`config.mk`:
```
export PLATFORM = sky130hd
export DESIGN_NAME = dat_mem_dp
export DESIGN_NICKNAME = d
export VERILOG_FILES = /design/src/rtl/dat_mem_dp.sv
export SDC_FILE = /design/constraint.sdc
export NUM_CORES = 2
export LEC_CHECK = 0
export ABC_CLOCK_PERIOD_IN_PS = 5100
export CAP_MARGIN = 20
export CORE_AREA = 2 2 471 473
export CTS_CLUSTER_DIAMETER = 50
export CTS_CLUSTER_SIZE = 40
export DETAILED_ROUTE_END_ITERATION = 7
export DIE_AREA = 0 0 473 475
export SLEW_MARGIN = 5
export SYNTH_ARGS = -nofsm -noshare
export SYNTH_HDL_FRONTEND = slang
export SYNTH_SLANG_ARGS = --single-unit
```
`constraint.sdc`:
```
create_clock -name clk -period 5.1 [get_ports clk]
set_input_delay 0.765 -clock clk [delete_from_list [all_inputs] [get_ports clk]]
set_output_delay 0.765 -clock clk [all_outputs]
set_load 0.01 [all_outputs]
```
`src/rtl/dat_mem_dp.sv`:
```
// Dual-port data memory: port A read/write, port B read-only, registered reads
// with valid flags, write-first bypass, and an optional post-reset clear sweep.
module dat_mem_dp #(
  parameter int              DW             = 8,
  parameter int              AW             = 8,
  parameter bit              CLEAR_ON_RESET = 1'b1,
  parameter logic [DW-1:0]   CLEAR_VAL      = '0
) (
  input  logic          clk,
  input  logic          rst_n,
  input  logic          a_wr_en,
  input  logic          a_rd_en,
  input  logic [AW-1:0] a_addr,
  input  logic [DW-1:0] a_din,
  output logic [DW-1:0] a_dout,
  output logic          a_valid,
  input  logic          b_rd_en,
  input  logic [AW-1:0] b_addr,
  output logic [DW-1:0] b_dout,
  output logic          b_valid,
  output logic          ready,
  output logic          busy_err
);

  localparam int          DEPTH    = 2**AW;
  localparam logic [AW:0] LAST_IDX = (AW+1)'(DEPTH - 1);

  typedef enum logic {
    ST_CLEAR = 1'b0,
    ST_RUN   = 1'b1
  } state_t;

  state_t        state_reg, state_next;
  logic [AW:0]   clr_cnt_reg, clr_cnt_next;
  logic          ready_reg, ready_next;
  logic          busy_err_reg, busy_err_next;
  logic          clr_we;
  logic          any_req;
  logic          wr_fire;

  logic [DW-1:0] mem [DEPTH];

  logic [1:0]    rd_en;
  logic [AW-1:0] rd_addr [2];

  // State register and the status flags that follow it.
  always_ff @(posedge clk or negedge rst_n) begin
    if (!rst_n) begin
      state_reg    <= ST_CLEAR;
      clr_cnt_reg  <= '0;
      ready_reg    <= 1'b0;
      busy_err_reg <= 1'b0;
    end else begin
      state_reg    <= state_next;
      clr_cnt_reg  <= clr_cnt_next;
      ready_reg    <= ready_next;
      busy_err_reg <= busy_err_next;
    end
  end

  always_comb begin
    state_next    = state_reg;
    clr_cnt_next  = clr_cnt_reg;
    clr_we        = 1'b0;
    case (state_reg)
      ST_CLEAR: begin
        if (CLEAR_ON_RESET) begin
          clr_we       = rst_n;
          clr_cnt_next = clr_cnt_reg + 1'b1;
          if (clr_cnt_reg == LAST_IDX) begin
            state_next = ST_RUN;
          end
        end else begin
          state_next = ST_RUN;
        end
      end
      ST_RUN:  state_next = ST_RUN;
      default: state_next = ST_CLEAR;
    endcase
    ready_next    = (state_next == ST_RUN);
    any_req       = a_wr_en | a_rd_en | b_rd_en;
    busy_err_next = busy_err_reg | (~ready_reg & any_req);
  end

  // rst_n in the enable drops a store that coincides with reset assertion.
  assign wr_fire = ready_reg & a_wr_en & rst_n;

  always_ff @(posedge clk) begin
    if (clr_we) begin
      mem[clr_cnt_reg[AW-1:0]] <= CLEAR_VAL;
    end else if (wr_fire) begin
      mem[a_addr] <= a_din;
    end
  end

  assign rd_en      = {b_rd_en, a_rd_en};
  assign rd_addr[0] = a_addr;
  assign rd_addr[1] = b_addr;

  // One registered read port per index; both bypass a same-address store on port A.
  genvar gi;
  generate
    for (gi = 0; gi < 2; gi++) begin : g_rd
      logic          rd_fire;
      logic          bypass;
      logic [DW-1:0] dout_reg;
      logic          valid_reg;

      assign rd_fire = ready_reg & rd_en[gi];
      assign bypass  = wr_fire & (rd_addr[gi] == a_addr);

      always_ff @(posedge clk or negedge rst_n) begin
        if (!rst_n) begin
          dout_reg  <= '0;
          valid_reg <= 1'b0;
        end else begin
          valid_reg <= rd_fire;
          if (rd_fire) begin
            dout_reg <= bypass ? a_din : mem[rd_addr[gi]];
          end
        end
      end
    end
  endgenerate

  assign a_dout   = g_rd[0].dout_reg;
  assign a_valid  = g_rd[0].valid_reg;
  assign b_dout   = g_rd[1].dout_reg;
  assign b_valid  = g_rd[1].valid_reg;
  assign ready    = ready_reg;
  assign busy_err = busy_err_reg;

endmodule

```
==> flow_summary.yaml <==
clock_tree:
  clk_pin_slew_ns: 0.08
  cts_resized: 0
  htreeDepth: 4
  clockBufferDepth: 3
  cts_tree: "done"
  clock-sinks: 2077
  ctsHoldBuffers: 0
  cts_buffers: 198
  cts_root_buffer: "clkbuf_16"
  clk_latency_ns: 0.88
  cts_setup_buffers: 0
placed_design:
  dp.cells: 8382
  hpwl_um: 239000
  gp_congestion: 1.006
  port-buffer-count: 48
critical_path:
  crit_fanout: 23
  critPathKind: "in2reg"
  arrival_ns: 4.88
  worstSetupEndpointType: "register"
  worstPathRequired_ns: 5.91
  startpoint_type: "input pin"
yosys:
  synth_fa_ha_area_share_pct: 0.02549
  synth_cell_type_count: 82
  synth_top_family_by_area: "multiplexers"
  ys.warnings.count: 0
  synth-edff-count: 2048
  synth-xor-area-share_pct: 0.1427
  ys.flop_type: "edfxtp_1"
  synthMuxAreaShare_pct: 24.88
  synth_compound_area_share_pct: 5.307
  ys_top_cells_by_area: "edfxtp_1, mux4_2, mux2i_1, a22oi_1, nor2_1"
  syn_area_per_cell_um2: 18.56
  ys_seq_area_share_pct: 63.37
  postSynthCellCount: 5289
  syn_area_um2: 98190
  ys_ff_latch: 2077
  synthSimpleGateAreaFrac_pct: 3.297
  synth-async-reset-ratio_pct: 1.396
  post-synth-top-count-cell: "edfxtp_1"
  yosysTopAreaCellShare_pct: 62.63
  synth_nets: 5320
  synth_top_area_cell: "edfxtp_1"
  yosys-top-cells-count: "edfxtp_1, mux4_2, mux2i_1"
floorplan:
  fp.dieArea_um2: 224700
  num_rows: 172
  die_w_um: 473
  fp.coreArea_um2: 219100
  die_h_um: 475
  ios: 49
  initial_core_util_pct: 44.82
power_and_ir_drop:
  leakagePower_nw: 30.22
  powerDensity_nw_per_um2: 324.2
  peakVddDrop_mv: 0.3161
global_routing:
  grt_pass1_vias: 60220
  grt_max_degree: 233
  antenna_found_initial: 28
  grtUsageTotal_pct: 31.22
  grt.overflow.total: 0
  grt_first_pass_wirelength_um: 485200
routing:
  drc: 0
  drt_pass1_iterations: 6
  wl_per_cell_um: 40.03
  vias: 60700
  drt_iter0_markers: 9236
  wirelength_um: 350900
  via_per_inst: 6.925
  ant_nets: 0
sta:
  relSlewSlack_pct: 19.05
  fmax_ghz: 0.2459
  finalCritPeriodShare_pct: 79.75
  setup_tns_ns: 0
  worst_slew_pin_slew_ns: 1.210
  drv_slew: 0
  finalHoldViolCount: 0
  skew_ns: 0.03391
  setup_viol: 0
  rsz0062_at_grt: "false"
  min_period_ns: 4.067
worst_hold_path:
  hold_class: "in2async"
final_layout:
  nets: 5744
  largest_reg_flops: 2048
  syn_to_final_growth_pct: 14.02
  utilization_pct: 51.10
  n_fill_cell: 17560
  layout-drive-gt1-share_pct: 32.42
  stdcell_count: 8766
flow_run:
  maxCapViolations: 0
run_status:
  status: "complete, no violations"
[report_power, final]
part | internal (W) | switching [W] | leakage [nW] | total (W)
clock | 0.00839 | 0.00739 | 3.37 | 0.0158
combinational | 0.000681 | 0.00140 | 12.3 | 0.00208
sequential | 0.0184 | 0 | 14.5 | 0.0184
[metal layers]
layer / vias up / wire length (um) / GRT usage [%]
met3: 942 / 39260 / 7.840
met5: - / 163 / 0
li1: 23500 / - / -
met2: 4126 / 158900 / 47.55
met4: 24 / 24000 / 17.83
met1: 32110 / 128600 / 41.01
[placed cells by master (no fill, tap or decap), types with 37 or more instances in the layout]
cell type | Yosys | routed
mux4_2 | 863 | 863
o221ai_1 | 48 | 48
a221oi_1 | 39 | 39
clkbuf_16 | 0 | 204
mux2i_1 | 376 | 376
nand3_1 | 57 | 50
nand2_1 | 155 | 155
clkdlybuf4s50_1 | 0 | 37
a22oi_1 | 177 | 177
nor3_1 | 50 | 50
mux4_1 | 39 | 39
o21ai_0 | 42 | 42
buf_12 | 13 | 62
edfxtp_1 | 2048 | 2048
a21oi_1 | 130 | 130
buf_4 | 57 | 545
a22o_1 | 38 | 38
nor2_1 | 310 | 306
o22ai_1 | 87 | 87
[critical path: stages]
cell and delay, ns:
buf_2 0.78, nand2b_1 0.40, buf_4 0.40, nor2_1 0.96, a31oi_1 0.29, nand4_1 0.22, nor3_1 0.15, a21oi_1 0.65
a21o_1 0.21
[cell type report]
cell class	instances	area, um^2	share of cell area (%)
sequential	2077	62220	55.58
multi-input combinational	2759	33170	29.63
timing repair buffer	657	5853	5.228
clock buffer	214	5152	4.602
tap	2871	3592	3.208
clock inverter	158	1831	1.635
inverter	20	111.4	0.09946
antenna	10	25.02	0.02235
[metrics by stage]
stage / hold WS (ns) / area, um^2 / setup slack [ns] / total power, W
6_report: 0.1512 / 112000 / 1.033 / 0.03630
5_1_grt: 0.1499 / 111900 / 1.324 / 0.03708
4_1_cts: 0.1330 / 111900 / 1.398 / 0.03638
3_5_place_dp: 0.5348 / 104900 / 0.4933 / 0.02085
3_3_place_gp: 0.5122 / 104900 / 0.2033 / 0.02085
2_1_floorplan: 0.4694 / 98210 / -0.09613 / 0.02000
[cells by family after synthesis]
group | Yosys count
xor gates and xnor gates | 16
AOI/OAI and AO/OA | 730
buffers and inverters | 453
DFF | 2077
muxes | 1296
adders and majority gates | 2
and+or+nand+nor | 715
[final timing paths]
path | start | to | slack [ns] | cells past startpoint
hold / removal | rst_n | busy_err | 0.15 | 2
min in group clk | clr_cnt_reg[8] | clr_cnt_reg[8] | 0.54 | 2
setup / recovery | b_addr[5] | b_dout[3] | 1.03 | 9
max in group asynchronous | rst_n | a_dout[3] | 4.51 | 2
hold reg to reg | clr_cnt_reg[8] | clr_cnt_reg[8] | 0.54 | 2
setup reg to reg | ready | mem[69][5] | 1.57 | 8
Note: power is estimated with default switching activity, not from simulation.
